$ cat src/rtl/serdes_noise_injector.sv
// rtl/serdes_noise_injector.sv - 64b/66b block error injector with LFSR hit draw, burst mode and run statistics
module serdes_noise_injector #(
    parameter int          DATA_WIDTH  = 64,
    parameter int          HDR_WIDTH   = 2,
    parameter logic [31:0] LFSR_SEED   = 32'h1,
    parameter int          BURST_WIDTH = 8,
    parameter int          COUNT_WIDTH = 32
) (
    input  logic                   clk,
    input  logic                   rst,
    input  logic [DATA_WIDTH-1:0]  in_data,
    input  logic [HDR_WIDTH-1:0]   in_hdr,
    output logic [DATA_WIDTH-1:0]  out_data,
    output logic [HDR_WIDTH-1:0]   out_hdr,
    input  logic [1:0]             cfg_mode,
    input  logic [31:0]            cfg_threshold,
    input  logic [BURST_WIDTH-1:0] cfg_burst_len,
    input  logic [COUNT_WIDTH-1:0] cfg_total_blocks,
    input  logic                   start,
    input  logic                   stop,
    output logic                   busy,
    output logic                   done,
    output logic [COUNT_WIDTH-1:0] stat_blocks,
    output logic [COUNT_WIDTH-1:0] stat_err_blocks,
    output logic [COUNT_WIDTH-1:0] stat_bit_flips
);

    localparam int          IDX_W     = $clog2(DATA_WIDTH);
    localparam logic [31:0] LFSR_TAPS = 32'h80200003;

    typedef enum logic [1:0] {S_IDLE, S_RUN, S_BURST, S_DONE} state_t;

    state_t                 state, state_nx;
    logic [31:0]            lfsr;
    logic [DATA_WIDTH-1:0]  data_q, data_nx, flip_mask;
    logic [HDR_WIDTH-1:0]   hdr_q, hdr_nx, hdr_bad;
    logic [COUNT_WIDTH-1:0] blocks_q, blocks_nx, blk_inc;
    logic [COUNT_WIDTH-1:0] err_q, err_nx, flips_q, flips_nx;
    logic [BURST_WIDTH-1:0] remaining_q, remaining_nx, burst_eff;
    logic                   hit, reach_total;

    function automatic logic [COUNT_WIDTH-1:0] sat_inc(input logic [COUNT_WIDTH-1:0] v);
        return (v == '1) ? v : v + COUNT_WIDTH'(1);
    endfunction

    always_comb begin
        hit          = (lfsr < cfg_threshold) || (cfg_threshold == 32'hFFFFFFFF);
        burst_eff    = (cfg_burst_len == '0) ? BURST_WIDTH'(1) : cfg_burst_len;
        blk_inc      = sat_inc(blocks_q);
        reach_total  = (cfg_total_blocks != '0) && (blk_inc == cfg_total_blocks);
        flip_mask    = {{(DATA_WIDTH-1){1'b0}}, 1'b1} << lfsr[IDX_W-1:0];
        // Replicating the top header bit always yields 00 or 11, never a valid sync header.
        hdr_bad      = {HDR_WIDTH{in_hdr[HDR_WIDTH-1]}};

        state_nx     = state;
        data_nx      = in_data;
        hdr_nx       = in_hdr;
        blocks_nx    = blocks_q;
        err_nx       = err_q;
        flips_nx     = flips_q;
        remaining_nx = remaining_q;

        case (state)
            S_IDLE: begin
                if (start && !stop) begin
                    state_nx  = S_RUN;
                    blocks_nx = '0;
                    err_nx    = '0;
                    flips_nx  = '0;
                end
            end
            S_RUN: begin
                if (stop) begin
                    state_nx = S_IDLE;
                end else begin
                    blocks_nx = blk_inc;
                    if (hit && cfg_mode != 2'd0) begin
                        err_nx = sat_inc(err_q);
                        if (cfg_mode == 2'd2) begin
                            data_nx  = in_data ^ flip_mask;
                            flips_nx = sat_inc(flips_q);
                        end else begin
                            hdr_nx = hdr_bad;
                        end
                    end
                    if (reach_total) begin
                        state_nx = S_DONE;
                    end else if (cfg_mode == 2'd3 && hit && burst_eff > BURST_WIDTH'(1)) begin
                        state_nx     = S_BURST;
                        remaining_nx = burst_eff - BURST_WIDTH'(1);
                    end
                end
            end
            S_BURST: begin
                if (stop) begin
                    state_nx = S_IDLE;
                end else begin
                    hdr_nx       = hdr_bad;
                    err_nx       = sat_inc(err_q);
                    blocks_nx    = blk_inc;
                    remaining_nx = remaining_q - BURST_WIDTH'(1);
                    if (reach_total) begin
                        state_nx = S_DONE;
                    end else if (remaining_q == BURST_WIDTH'(1)) begin
                        state_nx = S_RUN;
                    end
                end
            end
            default: state_nx = S_IDLE;
        endcase
    end

    always_ff @(posedge clk) begin
        if (rst) begin
            state       <= S_IDLE;
            lfsr        <= LFSR_SEED;
            data_q      <= '0;
            hdr_q       <= '0;
            blocks_q    <= '0;
            err_q       <= '0;
            flips_q     <= '0;
            remaining_q <= '0;
        end else begin
            state       <= state_nx;
            lfsr        <= {1'b0, lfsr[31:1]} ^ (lfsr[0] ? LFSR_TAPS : 32'h0);
            data_q      <= data_nx;
            hdr_q       <= hdr_nx;
            blocks_q    <= blocks_nx;
            err_q       <= err_nx;
            flips_q     <= flips_nx;
            remaining_q <= remaining_nx;
        end
    end

    assign out_data        = data_q;
    assign out_hdr         = hdr_q;
    assign busy            = (state == S_RUN) || (state == S_BURST);
    assign done            = (state == S_DONE);
    assign stat_blocks     = blocks_q;
    assign stat_err_blocks = err_q;
    assign stat_bit_flips  = flips_q;

endmodule
$ cat config.mk
export PLATFORM = sky130hd
export DESIGN_NAME = serdes_noise_injector
export DESIGN_NICKNAME = d
export VERILOG_FILES = /design/src/rtl/serdes_noise_injector.sv
export SDC_FILE = /design/constraint.sdc
export NUM_CORES = 1
export LEC_CHECK = 0
export BUFFER_PORTS_ARGS = -buffer_cell sky130_fd_sc_hd__buf_2
export CORE_MARGIN = 1
export CORE_UTILIZATION = 57
export CTS_BUF_LIST = sky130_fd_sc_hd__clkbuf_16
export DETAILED_ROUTE_END_ITERATION = 8
export GPL_TIMING_DRIVEN = 1
export PLACE_DENSITY = 0.9
export SLEW_MARGIN = 20
export SYNTH_ARGS = -nofsm -noshare
export SYNTH_HDL_FRONTEND = slang
export SYNTH_SLANG_ARGS = --single-unit
$ cat constraint.sdc
create_clock -name clk -period 9.09 [get_ports clk]
set_input_delay 1.3635 -clock clk [delete_from_list [all_inputs] [get_ports clk]]
set_output_delay 1.3635 -clock clk [all_outputs]
set_load 0.01 [all_outputs]
==> results.sh <==
export IMPL_status="finished, final reports clean"
export IMPL_largest_net_degree_at_the_start_of_global_routing=94
export IMPL_final_area_sq_um=13700
export IMPL_tritoncts_num_buffers=22
export IMPL_worst_ep_required_time_ns=9.50
export IMPL_die_width_microns=143
export IMPL_cts_reportedPaths_clkPinSlew_ns=0.06
export IMPL_rr_endpoint="remaining_q[1]"
export IMPL_timing_fmax_mhz=234
export IMPL_cts_root_buffer_cell="sky130_fd_sc_hd__clkbuf_16"
export IMPL_worst_slew_pin_slew_ns=1.05
export IMPL_timing_hold_worst_endpoint="lfsr[18]"
export IMPL_drv_cap=0
export IMPL_reg2reg_from="stat_blocks[0]"
export IMPL_avgRoutedWirePerCell_microns=17.7
export IMPL_post_synthesis_sequential_area_ratio=0.360
export IMPL_synth_top_area_share=0.360
export IMPL_cts_repair_timing_setup_buffer_count=0
export IMPL_cp_slowest_stage_delay_ns=0.85
export IMPL_max_slew_margin_rel=0.296
export IMPL_post_dp_cell_area_sq_um=13000
export IMPL_synth_distinct_cells=71
export IMPL_gpl_final_weighted_congestion=1.01
export IMPL_finalMaxSlewViolations=0
export IMPL_fin_setup_tns_ns=0
export IMPL_grt_remaining_overflow=0
export IMPL_mappedNetlistArea_sq_um=11400
export IMPL_cp_delay_by_family_top="compound AO/OA/AOI/OAI gates"
export IMPL_yosys_area_top_type="sky130_fd_sc_hd__dfxtp_1"
export IMPL_drt_antenna_violating_nets=0
export IMPL_grt_antenna_before_repair=3
export IMPL_synthCells=1414
export IMPL_post_route_drc_count=0
export IMPL_period_needed_ns=4.28
export IMPL_synth_common_cells="sky130_fd_sc_hd__dfxtp_1, sky130_fd_sc_hd__a21oi_1, sky130_fd_sc_hd__nor2_1, sky130_fd_sc_hd__o21ai_0, sky130_fd_sc_hd__nand2_1"
export IMPL_finalWirelength_mm=34.6
export IMPL_place_port_buffers=307
export IMPL_pre_cts_slack_ns=4.42
export IMPL_syn_to_final_growth_pct=20.4
export IMPL_timing_critical_path_fanout_max=32
export IMPL_critPathKind="primary input to register"
export IMPL_mappedNetlistNets=1604
export IMPL_timing_reg2reg_setup_slack_ns=4.89
export IMPL_floorplan_initialDensity=0.582
export IMPL_hold_slack_ns=0.463
export IMPL_prevailing_post_synth_register_cell="sky130_fd_sc_hd__dfxtp_1"
export IMPL_die_area_sq_um=20500
export IMPL_path_buf_inv=2
export IMPL_nets=1864
export IMPL_tritoncts="done"
export IMPL_die_h_microns=143
export IMPL_num_vias=11800
export IMPL_cts_resized_gates=0
export IMPL_clk_insertion_delay_late_ns=0.50
export IMPL_grt_pass1_wl_mm=54.5
export IMPL_clock_skew_ns=0.0115
export IMPL_fin_crit_sh=0.471
export IMPL_detailedPlacementHpwl_mm=25.0
export IMPL_p_leak_nw=5.70
export IMPL_crit_arrival_ns=4.69
export IMPL_post_route_cells_drive_above_1_share=0.216
export IMPL_timing_hold_worst_start="lfsr[19]"
export IMPL_post_synth_top_count_cell="sky130_fd_sc_hd__dfxtp_1"
export IMPL_cts_max_level=1
export IMPL_worst_r2r_path_depth=11
export IMPL_report_final_setup_viol=0
export IMPL_start_kind="primary input"
export IMPL_yosysWarnings=0
export IMPL_cts_sinks=204
export IMPL_flip_flop_and_latch_count_after_synthesis=204
export IMPL_clk_path_buf_depth=3
export IMPL_fill_cells=1576
export IMPL_worst_ir_drop_vdd_uv=119
export IMPL_pwr_density_cell_nw_per_um2=155
export IMPL_hold_path_class="register to register"
export IMPL_via_count_of_the_first_global_routing_pass=11100
export IMPL_hold_buffers_post_cts=0
export IMPL_drt_first_iter_violations=733
export IMPL_synth_area_top_cells="sky130_fd_sc_hd__dfxtp_1, sky130_fd_sc_hd__a21oi_1, sky130_fd_sc_hd__ha_1"
export IMPL_drt_pass1_iter_count=5
export IMPL_min_path_cells=1
export IMPL_grt_util_all_layers=0.331
export IMPL_core_area_sq_um=19500
export IMPL_io_pins=308
export IMPL_avgViaCountPerCell=6.06
export IMPL_postSynth_asyncResetShare=0
export IMPL_cp_cell_sequence="buf_2 -> inv_1 -> ha_1 -> a211o_1 -> a31oi_1 -> o311ai_1 -> a211oi_1 -> o31a_1 -> o21ai_1 -> or4_1 -> or3_1 -> a21oi_1"
export IMPL_crit_path_top_delay_cell="sky130_fd_sc_hd__or4_1"
export IMPL_crit_path_end_kind="register"
export IMPL_synth_edf_count=0
export IMPL_rsz0062_at_grt="no"
export IMPL_placementRows=51
export IMPL_syn_mean_instance_area_sq_um=8.03
export IMPL_setup_ws_ns=4.81
export IMPL_finalHoldViolCount=0
how the worst max path moves through the flow:
stage / slack (ns) / depth (start not counted) / to / startpoint
4_1_cts: 4.89 / 12 / out_data[36] / cfg_threshold[2]
5_1_grt: 4.63 / 12 / out_data[10] / cfg_threshold[2]
2_1_floorplan: 5.18 / 12 / out_data[55] / cfg_threshold[2]
3_3_place_gp: 4.55 / 13 / stat_bit_flips[13] / cfg_threshold[2]
3_5_place_dp: 4.42 / 12 / out_data[59] / cfg_threshold[2]
6_report: 4.81 / 12 / out_data[10] / cfg_threshold[2]
cell families (layout without fill, tap and decap cells):
kind of cell / after synthesis / in the layout / synth area share
flip-flops: 204 / 204 / 0.360
buffers and inverters: 131 / 405 / 0.0464
adder cells (fa/ha/maj): 46 / 46 / 0.0507
AO/OA/AOI/OAI: 344 / 344 / 0.183
other: 0 / 1 / 0
XOR/XNOR: 105 / 105 / 0.0810
AND/OR/NAND/NOR: 579 / 579 / 0.275
multiplexers: 5 / 5 / 0.00441
routing by layer:
metal	share of wire	global-route usage	vias up
met5	0.00095	0	-
met4	0.045	0.165	4
met3	0.079	0.0671	110
met2	0.48	0.578	578
met1	0.39	0.384	5524
li1	-	-	5619
report_power, final:
part	internal, W	switching [W]	leakage (nW)
Combinational	0.000103	0.000174	3.66
Sequential	0.000921	0.0000181	1.66
Clock	0.000538	0.000361	0.370
flip-flops by register name (all words and copies together) (netlist names):
name and cells:
stat_blocks 32, out_hdr 2, state 2, stat_bit_flips 32
out_data 64, lfsr 32, remaining_q 8, stat_err_blocks 32
cells in the final DEF, fill, tap and decap left out, types with 23 or more instances in the layout:
cell                        netlist  final
sky130_fd_sc_hd__nor2_1         118    118
sky130_fd_sc_hd__ha_1            46     46
sky130_fd_sc_hd__o21ai_0        106    106
sky130_fd_sc_hd__nor3_1          29     29
sky130_fd_sc_hd__nand2_1        101    101
sky130_fd_sc_hd__clkbuf_16        0     23
sky130_fd_sc_hd__nor4_1          28     28
sky130_fd_sc_hd__xnor2_1         52     52
sky130_fd_sc_hd__inv_1           55     60
sky130_fd_sc_hd__dfxtp_1        204    204
sky130_fd_sc_hd__buf_2           19    306
sky130_fd_sc_hd__a21oi_1        126    126
sky130_fd_sc_hd__or3_1           74     74
sky130_fd_sc_hd__nand4_1         49     49
sky130_fd_sc_hd__xor2_1          53     53
sky130_fd_sc_hd__and3_1          23     23
sky130_fd_sc_hd__nor2b_1         36     36
sky130_fd_sc_hd__nand3_1         53     53
through the flow:
stage | instances | power [W] | util
after global placement | 1915 | 0.00122 | 0.663
after CTS | 1953 | 0.00212 | 0.700
after floorplan | 1414 | 0.00112 | -
final | 1954 | 0.00212 | 0.700
after global routing | 1954 | 0.00220 | 0.700
after detailed placement | 1915 | 0.00123 | 0.664
area by class of cell:
type / count / area (sq um) / share of cell area
multi-input cells: 1079 / 6760 / 0.494
flip-flops and latches: 204 / 4080 / 0.299
repair buffers: 312 / 1580 / 0.115
clock buffers: 23 / 576 / 0.0421
well taps: 265 / 332 / 0.0242
inverters: 55 / 206 / 0.0151
clock inverters: 15 / 139 / 0.0102
diodes: 1 / 2.50 / 0.000183
Note: power is estimated with default switching activity, not from simulation.
